**src/rtl/mips_state_dumper.sv**
```systemverilog
// mips_state_dumper: watches a MIPS core run, detects halt (cycle budget or
// stalled PC), then streams the final PC and the register file over a
// valid/ready port. Registers are read through a spare asynchronous RF port.
module mips_state_dumper #(
  parameter int DATA_W       = 32,
  parameter int NUM_REGS     = 32,
  parameter int IDX_W        = 5,
  parameter int CYC_W        = 16,
  parameter int CYCLE_BUDGET = 4100,
  parameter int STALL_LIMIT  = 8
) (
  input  logic              clk,
  input  logic              rst,
  input  logic              start,
  input  logic [DATA_W-1:0] pc_in,
  output logic [IDX_W-1:0]  rf_raddr,
  input  logic [DATA_W-1:0] rf_rdata,
  output logic              dump_valid,
  input  logic              dump_ready,
  output logic              dump_is_pc,
  output logic [IDX_W-1:0]  dump_index,
  output logic [DATA_W-1:0] dump_data,
  output logic              busy,
  output logic              done,
  output logic              halt_stall,
  output logic [CYC_W-1:0]  run_cycles
);

  localparam logic [CYC_W-1:0] BUDGET_C   = CYC_W'(CYCLE_BUDGET);
  localparam logic [CYC_W-1:0] STALL_C    = CYC_W'(STALL_LIMIT);
  localparam logic [IDX_W-1:0] LAST_IDX_C = IDX_W'(NUM_REGS - 1);

  typedef enum logic [2:0] {
    S_IDLE,
    S_RUN,
    S_PC_OUT,
    S_REG_RD,
    S_REG_OUT,
    S_DONE
  } state_t;

  state_t             state, state_nxt;
  logic [CYC_W-1:0]   stall_cnt;
  logic [DATA_W-1:0]  pc_prev;
  logic               pc_same, stall_hit, budget_hit, halt, last_reg;

  // State register.
  // NOTE: sequential state is always written with non-blocking assignments so
  // every flop samples the pre-edge values of its neighbours.
  always_ff @(posedge clk) begin
    if (rst) state <= S_IDLE;
    else     state <= state_nxt;
  end

  // Halt detection, next-state selection and state-decoded status outputs.
  always_comb begin
    // NOTE: every combinational output gets a default first, so no path through
    // the case statement can leave a latch behind.
    state_nxt  = state;
    busy       = 1'b0;
    done       = 1'b0;
    pc_same    = (pc_in == pc_prev);
    stall_hit  = (STALL_LIMIT != 0) && pc_same && ((stall_cnt + CYC_W'(1)) == STALL_C);
    budget_hit = ((run_cycles + CYC_W'(1)) == BUDGET_C);
    halt       = stall_hit || budget_hit;
    last_reg   = (dump_index == LAST_IDX_C);
    unique case (state)
      S_IDLE:    if (start) state_nxt = S_RUN;
      S_RUN: begin
        busy = 1'b1;
        if (halt) state_nxt = S_PC_OUT;
      end
      S_PC_OUT: begin
        busy = 1'b1;
        if (dump_ready) state_nxt = S_REG_RD;
      end
      S_REG_RD: begin
        busy      = 1'b1;
        state_nxt = S_REG_OUT;
      end
      S_REG_OUT: begin
        busy = 1'b1;
        if (dump_ready) state_nxt = last_reg ? S_DONE : S_REG_RD;
      end
      S_DONE: begin
        done = 1'b1;
        if (start) state_nxt = S_RUN;
      end
      default:   state_nxt = S_IDLE;
    endcase
  end

  // Run counters, halt capture and the dump word register.
  always_ff @(posedge clk) begin
    if (rst) begin
      // NOTE: the payload registers are reset as well, because every output
      // must read zero straight out of reset, not only the control flops.
      run_cycles <= '0;
      stall_cnt  <= '0;
      pc_prev    <= '0;
      halt_stall <= 1'b0;
      rf_raddr   <= '0;
      dump_valid <= 1'b0;
      dump_is_pc <= 1'b0;
      dump_index <= '0;
      dump_data  <= '0;
    end else begin
      unique case (state)
        S_IDLE, S_DONE: begin
          if (start) begin
            run_cycles <= '0;
            stall_cnt  <= '0;
            pc_prev    <= pc_in;
            halt_stall <= 1'b0;
          end
        end
        S_RUN: begin
          run_cycles <= run_cycles + CYC_W'(1);
          stall_cnt  <= pc_same ? stall_cnt + CYC_W'(1) : '0;
          pc_prev    <= pc_in;
          if (halt) begin
            halt_stall <= stall_hit;
            dump_data  <= pc_in;
            dump_is_pc <= 1'b1;
            dump_index <= '0;
            dump_valid <= 1'b1;
          end
        end
        S_PC_OUT: begin
          if (dump_ready) begin
            rf_raddr   <= '0;
            dump_valid <= 1'b0;
          end
        end
        S_REG_RD: begin
          dump_data  <= rf_rdata;
          dump_index <= rf_raddr;
          dump_is_pc <= 1'b0;
          dump_valid <= 1'b1;
        end
        S_REG_OUT: begin
          if (dump_ready) begin
            dump_valid <= 1'b0;
            if (!last_reg) rf_raddr <= rf_raddr + IDX_W'(1);
          end
        end
        default: ;
      endcase
    end
  end

endmodule

```
**config.mk**
```make
export PLATFORM = sky130hd
export DESIGN_NAME = mips_state_dumper
export DESIGN_NICKNAME = d
export VERILOG_FILES = /design/src/rtl/mips_state_dumper.sv
export SDC_FILE = /design/constraint.sdc
export NUM_CORES = 1
export LEC_CHECK = 0
export ABC_CLOCK_PERIOD_IN_PS = 2850
export CORE_ASPECT_RATIO = 1.25
export CORE_MARGIN = 2
export CORE_UTILIZATION = 51
export DETAILED_ROUTE_END_ITERATION = 12
export GPL_TIMING_DRIVEN = 0
export PLACE_DENSITY_LB_ADDON = 0.12
export REMOVE_ABC_BUFFERS = 1
export SLEW_MARGIN = 40
export SYNTH_ARGS = -nofsm -noshare
export SYNTH_HDL_FRONTEND = slang
export SYNTH_SLANG_ARGS = --single-unit
```
**constraint.sdc**
```tcl
create_clock -name clk -period 2.85 [get_ports clk]
set_clock_uncertainty 0.05 [all_clocks]
set_input_delay 0.4275 -clock clk [delete_from_list [all_inputs] [get_ports clk]]
set_output_delay 0.4275 -clock clk [all_outputs]
set_load 0.05 [all_outputs]
```
; After elaboration in Yosys (flattened, before gate mapping)
; Cells that the tools add are included.
[totals]
out_inout_bits = 63
elab_cells = 73
inputBits = 68
reg_bits = 112
[op_classes]
n_mux = 29
n_addsub = 3
n_eq_ne = 15
n_reduce_logical = 16
[ops]
columns = operator, n
row1 = $pmux W32 S2, 2
row2 = $mux W32, 2
row3 = $pmux W16 S2, 2
row4 = $add A16 B1 Y16 const B, 2
row5 = $eq A32 B32 Y1, 1
row6 = $mux W16, 2
row7 = $mux W5, 4
row8 = $pmux W5 S2, 2
row9 = $eq A16 B13 Y1 const B, 1
row10 = $eq A16 B4 Y1 const B, 1
row11 = $mux W3, 5
row12 = $pmux W3 S5, 1
row13 = $ne A2 B2 Y1 const B, 4
row14 = $reduce_and A4 Y1, 2
row15 = $eq A3 B2 Y1 const B, 2
row16 = $eq A3 B3 Y1 const B, 2
row17 = $mux W1, 6
row18 = $reduce_and A3 Y1, 2
row19 = $reduce_bool A2 Y1, 3
row20 = $add A5 B1 Y5 const B, 1
row21 = $eq A5 B5 Y1 const B, 1
row22 = $ne A2 B1 Y1 const B, 2
row23 = $pmux W1 S2, 2
row24 = $reduce_and A2 Y1, 2
row25 = 8 further kinds, 9

; Depth between registers and ports, before layout
; Gate-level depths: netlist (run 1).
[depth]
ltp_word = 6
mapped_depth = 10
depth_no_buf = 8

; Least setup slack after synthesis (run 1)
; No wires, ideal clock.
[synth_timing]
path_type = register -> register
start = register run_cycles[0]
end = register dump_data[10]
setup_slack_ns = -0.055
path_buffers = 1
arrival_time_ns = 2.711
stages_incl_launch_ff = 10
path_cell_list = dfxtp_1 ha_1 nand3_2 nor2_1 a41oi_1 a2111oi_2 o2bb2ai_4 buf_2 a21bo_2 a211oi_2
[synth_via]
elab_chain_cells = 5
[synth_lines]
columns = item, line_no
row1 = "start, declared", 26  ; output logic [CYC_W-1:0] run_cycles
row2 = "start signal, assigned", 118  ; run_cycles <= run_cycles + CYC_W'(1);
row3 = $add A16 B1 Y16, 64  ; budget_hit = ((run_cycles + CYC_W'(1)) == BUDGET_C);
row4 = $eq A16 B13 Y1, 64
row5 = $logic_or A1 B1 Y1, 65  ; halt = stall_hit || budget_hit;
row6 = $ne A2 B2 Y1 (no source line), -
row7 = $reduce_and A2 Y1 (no source line), -
row8 = "end signal, assigned", 123  ; dump_data <= pc_in;
row9 = "end signal, assigned", 136  ; dump_data <= rf_rdata;
row10 = "end, declared", 22  ; output logic [DATA_W-1:0] dump_data,
; Every way passes these cells.
; A chain may end at the register's enable or synchronous reset.

; Worst setup path in the final report (run 1)
[layout_timing]
start = register state[1]
end = output port busy
[layout_via]
elab_chain_cells = 3
word_cells_on_any_way = 6
classes_between = 4 x eq/ne / 1 x mux / 1 x reduce/logical
[layout_lines]
columns = item, line_no
row1 = "start, declared", 42  ; state_t state, state_nxt;
row2 = "start signal, assigned", 52  ; else state <= state_nxt;
row3 = "$eq A3 B3 Y1, or another cell as far along", 67  ; unique case (state)
row4 = $reduce_or A4 Y1 (no source line) *, -
row5 = $mux W1 *, 67
row6 = "end, declared", 23  ; output logic busy,
; Every way passes the cells marked *; elsewhere a longest branch is shown, timed or not.

==> run_results.csv, run 1 <==
group,metric,value,unit
floorplanning,boundaryPins,131,
logic_synthesis,synth_cell_types,58,
placement,portBuffers,130,
power,p_leak,2.71,nW
timing,hold_viol_final,0,
layout,fillers,936,
timing,tns,0,ps
floorplanning,dieArea,0.0128,sq mm
placement,hpwlAfterDp,11.3,mm
detailed_routing,wire_per_inst,16.6,microns
setup_path,reg2reg_to,"dump_data[28]",
timing,worst_slew_pin_slew,785,ps
placement,place_area,0.00751,sq mm
grt,grt_max_degree,78,
grt,grt_usage,25.6,%
setup_path,crit_start,"state[1]",
detailed_routing,drt_wl_total,16.6,mm
setup_path,critical_path_arrival,2270,ps
power,power_density,660,mW/mm^2
logic_synthesis,synthTopCellsByCount,"112 x dfxtp_1, 105 x nand2_1, 79 x nor2_1, 71 x a21oi_1, 48 x clkbuf_1",
detailed_routing,drt_first_iter_violations,365,
floorplanning,rows,44,
timing,setup_viol,0,
clock_tree,cts.sinks,112,
logic_synthesis,synth-seq-cells,112,
layout,drive_gt1_share,14.9,%
run_status,status,"completed",
layout,antenna_cells,0,
logic_synthesis,ys.flop_type,"dfxtp_1",
worst_hold_path,holdPathEnd,"run_cycles[0]",
layout,final_area,0.00801,sq mm
floorplanning,die_x,101,microns
setup_path,cp.required,2370,ps
grt,grt_pass1_vias,5648,
setup_path,r2r_cells,9,
setup_path,max_stage_delay,840,ps
detailed_routing,drc,0,
clock_tree,cts_tree,"done",
logic_synthesis,ys_seq_area_share,37.1,%
detailed_routing,vias,5894,
setup_path,cp_max_fo,16,
logic_synthesis,synth_area_leaders,"dfxtp_1 37%, nand2_1 6.5%, a211oi_2 6.0%",
logic_synthesis,synth_top_area_cell,"dfxtp_1",
setup_path,path_cells,"nor2_1, xnor2_1, clkdlybuf4s50_1",
clock_tree,root_buffer,"clkbuf_16",
clock_tree,htreeDepth,3,
worst_hold_path,hold_depth,2,
floorplanning,die_h,126,microns
clock_tree,cts_buffers,9,
floorplanning,fp.coreArea,0.0116,sq mm
logic_synthesis,synth-edff-count,0,
clock_tree,path_clk_slew,70,ps
timing,report.final.slew_viol_count,0,
logic_synthesis,synth_top_area_share,37.1,%
worst_hold_path,hold_path_class,"in -> reg",
setup_path,cp-end-kind,"output port",
clock_tree,cts_buffer_depth,2,
detailed_routing,ant_nets,0,
run,maxCapViolCount,0,
logic_synthesis,avgSynthCellArea,8.21,sq um
setup_path,path_class,"reg -> out",
grt,grt_overflow_total,0,
power,ir_drop,0.000689,V
setup_path,crit_slowest_cell,"clkdlybuf4s50_1",
grt,grt_pass1_wl,26.6,mm
layout,nNetsFinal,905,
grt,grt_antenna_before_repair,0,
floorplanning,start_util,52.1,%
detailed_routing,drt-pass1-iter-count,5,
clock_tree,clk-insertion-delay-late,350,ps
logic_synthesis,async_reset_ff_share,0,%
worst_hold_path,hold_path.startpoint,"rst",
logic_synthesis,synth_cells,737,
setup_path,r2r_setup_slack,110,ps
setup_path,r2r_start,"run_cycles[2]",
logic_synthesis,synthesis.area,0.00605,sq mm
timing,max_freq,365,MHz
clock_tree,postCtsHoldBufs,0,
timing,fin_crit_sh,96.3,%
setup_path,critPathLaunchType,"flip-flop",
logic_synthesis,yosysWarningCount,0,
layout,utilization,68.9,%
layout,area_growth,32.3,%
timing,finalCriticalPeriod,2740,ps
detailed_routing,routed_via_density,5.91,
placement,gp_congestion,0.811,
timing,slew_headroom,47.5,%
logic_synthesis,synth_most_common_cell,"dfxtp_1",
power,totalPowerFinal,5.28,mW
## area by class of cell
| cell class | count | area (sq um) | area share, % |
|---|---|---|---|
| Timing Repair Buffer | 144 | 1540 | 19.3 |
| Tap cell | 161 | 201 | 2.52 |
| Clock buffer | 11 | 253 | 3.16 |
| Multi-Input combinational cell | 564 | 3700 | 46.2 |
| Clock inverter | 4 | 53.8 | 0.672 |
| Sequential cell | 112 | 2250 | 28.1 |
| Inverter | 2 | 7.51 | 0.0938 |
## layout by cell type, fill, tap and decap left out, types with 6 or more instances in the layout
master,n
xnor2_1,37
dfxtp_2,7
nand2_1,104
o21ai_0,26
nor3_1,7
a31oi_1,37
nand3_1,13
clkdlybuf4s50_1,129
nor2_1,77
nand4_1,16
a21oi_1,70
a211oi_2,29
buf_8,6
a21bo_2,27
a311oi_1,10
clkbuf_16,9
dfxtp_1,105
## layer usage
metal	up-vias	global-route usage [%]	part of all wire, %
met5	-	0	0
met4	0	9.54	2.4
met3	34	3.72	4.9
met2	196	45.9	52
met1	2815	30.3	41
li1	2849	-	-
## worst max path at each step
stage	to	slack, ps	depth (start not counted)
after global routing	dump_data[13]	-7	9
after CTS	stall_cnt[3]	-10	7
after global placement	stall_cnt[3]	-5760	5
after floorplan	stall_cnt[3]	-3130	5
after detailed placement	stall_cnt[3]	-760	7
final	busy	110	3
## critical path, delay by kind of cell, from the launching register on
family        cells  cell delay [ps]
xor+xnor          1              200
simple gates      1              110
flops             1              760
buf+inv           1              840
## repair_timing
item,4_1_cts,5_1_grt
endpoints found under the hold margin,0,0
gates cloned,1,0
pin swaps,2,7
setup buffers,2,2
resized for setup,7,24
setup endpoints to repair,46,32
## logic make-up after synthesis
logic type / Yosys count / synth area share (%)
simple gates: 268 / 20.6
fa+ha+maj: 4 / 0.827
xor+xnor: 43 / 6.22
compound gates: 246 / 30.4
flops: 112 / 37.1
mux: 2 / 0.331
buf+inv: 62 / 4.59
## stage by stage
step / setup slack [ps] / cells / hold slack (ps)
after floorplan: -3130 / 677 / 376
after global placement: -5760 / 968 / 390
after detailed placement: -760 / 978 / 406
after CTS: -11.1 / 996 / 336
after global routing: -6.57 / 998 / 347
final: 107 / 998 / 343
## sequential cells by signal, summed over array words and instances, names as in the netlist
signal and cells:
stall_cnt 16, state 3, halt_stall 1, dump_index 5, dump_valid 1, rf_raddr 5
pc_prev 32, run_cycles 16, dump_data 32, dump_is_pc 1
## where the power goes
| part | switching [mW] | leakage, nW | internal (mW) |
|---|---|---|---|
| sequential | 0.167 | 0.914 | 1.76 |
| combinational | 1.25 | 1.65 | 0.803 |
| clock | 0.579 | 0.144 | 0.727 |
(Power assumes the default switching activity.)
==> inputs of run 2 (changes only) <==
--- a/config.mk
+++ b/config.mk
@@ -5,7 +5,6 @@
 export SDC_FILE = /design/constraint.sdc
 export NUM_CORES = 1
 export LEC_CHECK = 0
-export ABC_CLOCK_PERIOD_IN_PS = 2850
 export CORE_ASPECT_RATIO = 1.25
 export CORE_MARGIN = 2
 export CORE_UTILIZATION = 51
==> results of run 2 <==
No change in the layout: final DEF, timing and power equal those of run 1.
==> inputs of run 3 (changes only) <==
--- a/config.mk
+++ b/config.mk
@@ -7,10 +7,11 @@
 export LEC_CHECK = 0
 export CORE_ASPECT_RATIO = 1.25
 export CORE_MARGIN = 2
-export CORE_UTILIZATION = 51
+export CORE_UTILIZATION = 45
 export DETAILED_ROUTE_END_ITERATION = 12
 export GPL_TIMING_DRIVEN = 0
 export PLACE_DENSITY_LB_ADDON = 0.12
+export RECOVER_POWER = 100
 export REMOVE_ABC_BUFFERS = 1
 export SLEW_MARGIN = 40
 export SYNTH_ARGS = -nofsm -noshare
==> constraint.sdc (replaced) <==
create_clock -name clk -period 2.9 [get_ports clk]
set_clock_uncertainty 0.05 [all_clocks]
set_input_delay 0.435 -clock clk [delete_from_list [all_inputs] [get_ports clk]]
set_output_delay 0.435 -clock clk [all_outputs]
set_load 0.05 [all_outputs]
==> run_results.csv, run 3 (synthesis gave the netlist of run 1 again) <==
group,metric,value,unit
layout,final_common_cell,"dfxtp_1",
timing,hold_viol_final,0,
layout,antenna_cells,0,
detailed_routing,routed_via_density,5.81,
clock_tree,clk-insertion-delay-late,350,ps
floorplanning,dieArea,0.0144,sq mm
setup_path,max_stage_delay,730,ps
power,p_leak,2.96,nW
timing,tns,0,ps
timing,max_freq,357,MHz
power,power_density,657,mW/mm^2
floorplanning,die_h,134,microns
clock_tree,cts_buffer_depth,2,
detailed_routing,drt_wl_total,16.5,mm
grt,grt_pass1_vias,5584,
clock_tree,cts_buffers,9,
layout,area_growth,32.3,%
clock_tree,path_clk_slew,80,ps
detailed_routing,drt-pass1-iter-count,5,
placement,dp_cells,989,
layout,layout_common_cells,"105 x dfxtp_1, 104 x nand2_1, 78 x nor2_1",
placement,portBuffers,130,
layout,fillers,1152,
grt,grt_usage,22.7,%
placement,gp_congestion,0.848,
layout,largest_registers,"dump_data x32, pc_prev x32",
clock_tree,root_buffer,"clkbuf_16",
timing,worst_slew_pin_slew,721,ps
timing,holdWs,321,ps
floorplanning,fp.coreArea,0.0132,sq mm
detailed_routing,wire_per_inst,16.4,microns
worst_hold_path,hold_path_class,"in -> reg",
layout,fin_cells,1006,
setup_path,cp.required,3130,ps
floorplanning,boundaryPins,131,
timing,slew_headroom,51.9,%
detailed_routing,drt_first_iter_violations,339,
timing,grt_setup_unrepaired,"true",
floorplanning,rows,47,
placement,hpwlAfterDp,11.2,mm
clock_tree,cts.sinks,112,
layout,nNetsFinal,903,
setup_path,cp_max_fo,20,
grt,grt_overflow_total,0,
setup_path,cp-end-kind,"flip-flop",
clock_tree,cts_tree,"done",
grt,grt_antenna_before_repair,0,
setup_path,crit_slowest_cell,"or4b_2",
setup_path,path_class,"in -> reg",
setup_path,critical_path_arrival,3040,ps
floorplanning,die_x,108,microns
timing,setup_viol,0,
timing,report.final.slew_viol_count,0,
setup_path,path_cells,"clkdlybuf4s50_1, xnor2_1, nand4_1, nor4_4, nand3_2, or4b_2, a21oi_1",
power,totalPowerFinal,5.26,mW
timing,finalCriticalPeriod,2800,ps
timing,fin_crit_sh,96.6,%
floorplanning,start_util,45.9,%
clock_tree,postCtsHoldBufs,0,
clock_tree,htreeDepth,3,
power,ir_drop,0.000661,V
layout,utilization,60.8,%
run,maxCapViolCount,0,
detailed_routing,drc,0,
run_status,status,"completed",
grt,grt_pass1_wl,26.7,mm
grt,grt_max_degree,82,
setup_path,critPathLaunchType,"input port",
detailed_routing,ant_nets,0,
detailed_routing,vias,5843,
layout,drive_gt1_share,14.3,%
run 3: per-stage QoR:
stage	cell area (sq um)	setup slack (ps)
3_5_place_dp	7580	-840
3_3_place_gp	7300	-5880
6_report	8010	97.5
4_1_cts	7960	16.6
5_1_grt	8010	-34.1
2_1_floorplan	5780	-3080
run 3: worst paths after layout:
kind	startpoint	endpoint	slack, ps	depth (start not counted)
setup / recovery	pc_in[4]	stall_cnt[3]	100	7
hold / removal	rst	run_cycles[1]	320	2
setup reg to reg	stall_cnt[5]	dump_data[1]	160	8
hold reg to reg	pc_prev[7]	pc_prev[7]	420	2
run 3: what timing repair did:
action / in CTS / in global routing
hold endpoints to repair: 0 / 0
resized for setup: 7 / 18
endpoints found under the setup margin: 55 / 24
buffers inserted: 2 / 0
pin swaps: 2 / 4
run 3: metal layers:
layer	up-vias	share of wire [%]	track usage (%)
li1	2848	-	-
met5	-	0	0
met1	2835	42	27.5
met2	139	51	40.4
met3	21	4.5	3.82
met4	0	1.9	7.62
run 3: layout make-up:
| type | count | area, sq um | share of cell area (%) |
|---|---|---|---|
| well taps | 171 | 214 | 2.67 |
| repair buffers | 143 | 1550 | 19.4 |
| inverters | 2 | 7.51 | 0.0938 |
| multi-input cells | 563 | 3660 | 45.7 |
| clock buffers | 11 | 243 | 3.03 |
| flip-flops and latches | 112 | 2250 | 28.1 |
| clock inverters | 4 | 77.6 | 0.969 |
run 3: report_power, final:
group | leakage, nW | internal [mW] | switching, mW
clock | 0.156 | 0.782 | 0.565
sequential | 0.914 | 1.73 | 0.155
combinational | 1.89 | 0.801 | 1.23
total | 2.96 | 3.31 | 1.95
run 3: critical path: cells and delay by family:
| family | cells | cell delay, ps |
|---|---|---|
| xor+xnor | 1 | 140 |
| simple gates | 4 | 1760 |
| compound gates | 1 | 140 |
| buf+inv | 1 | 550 |
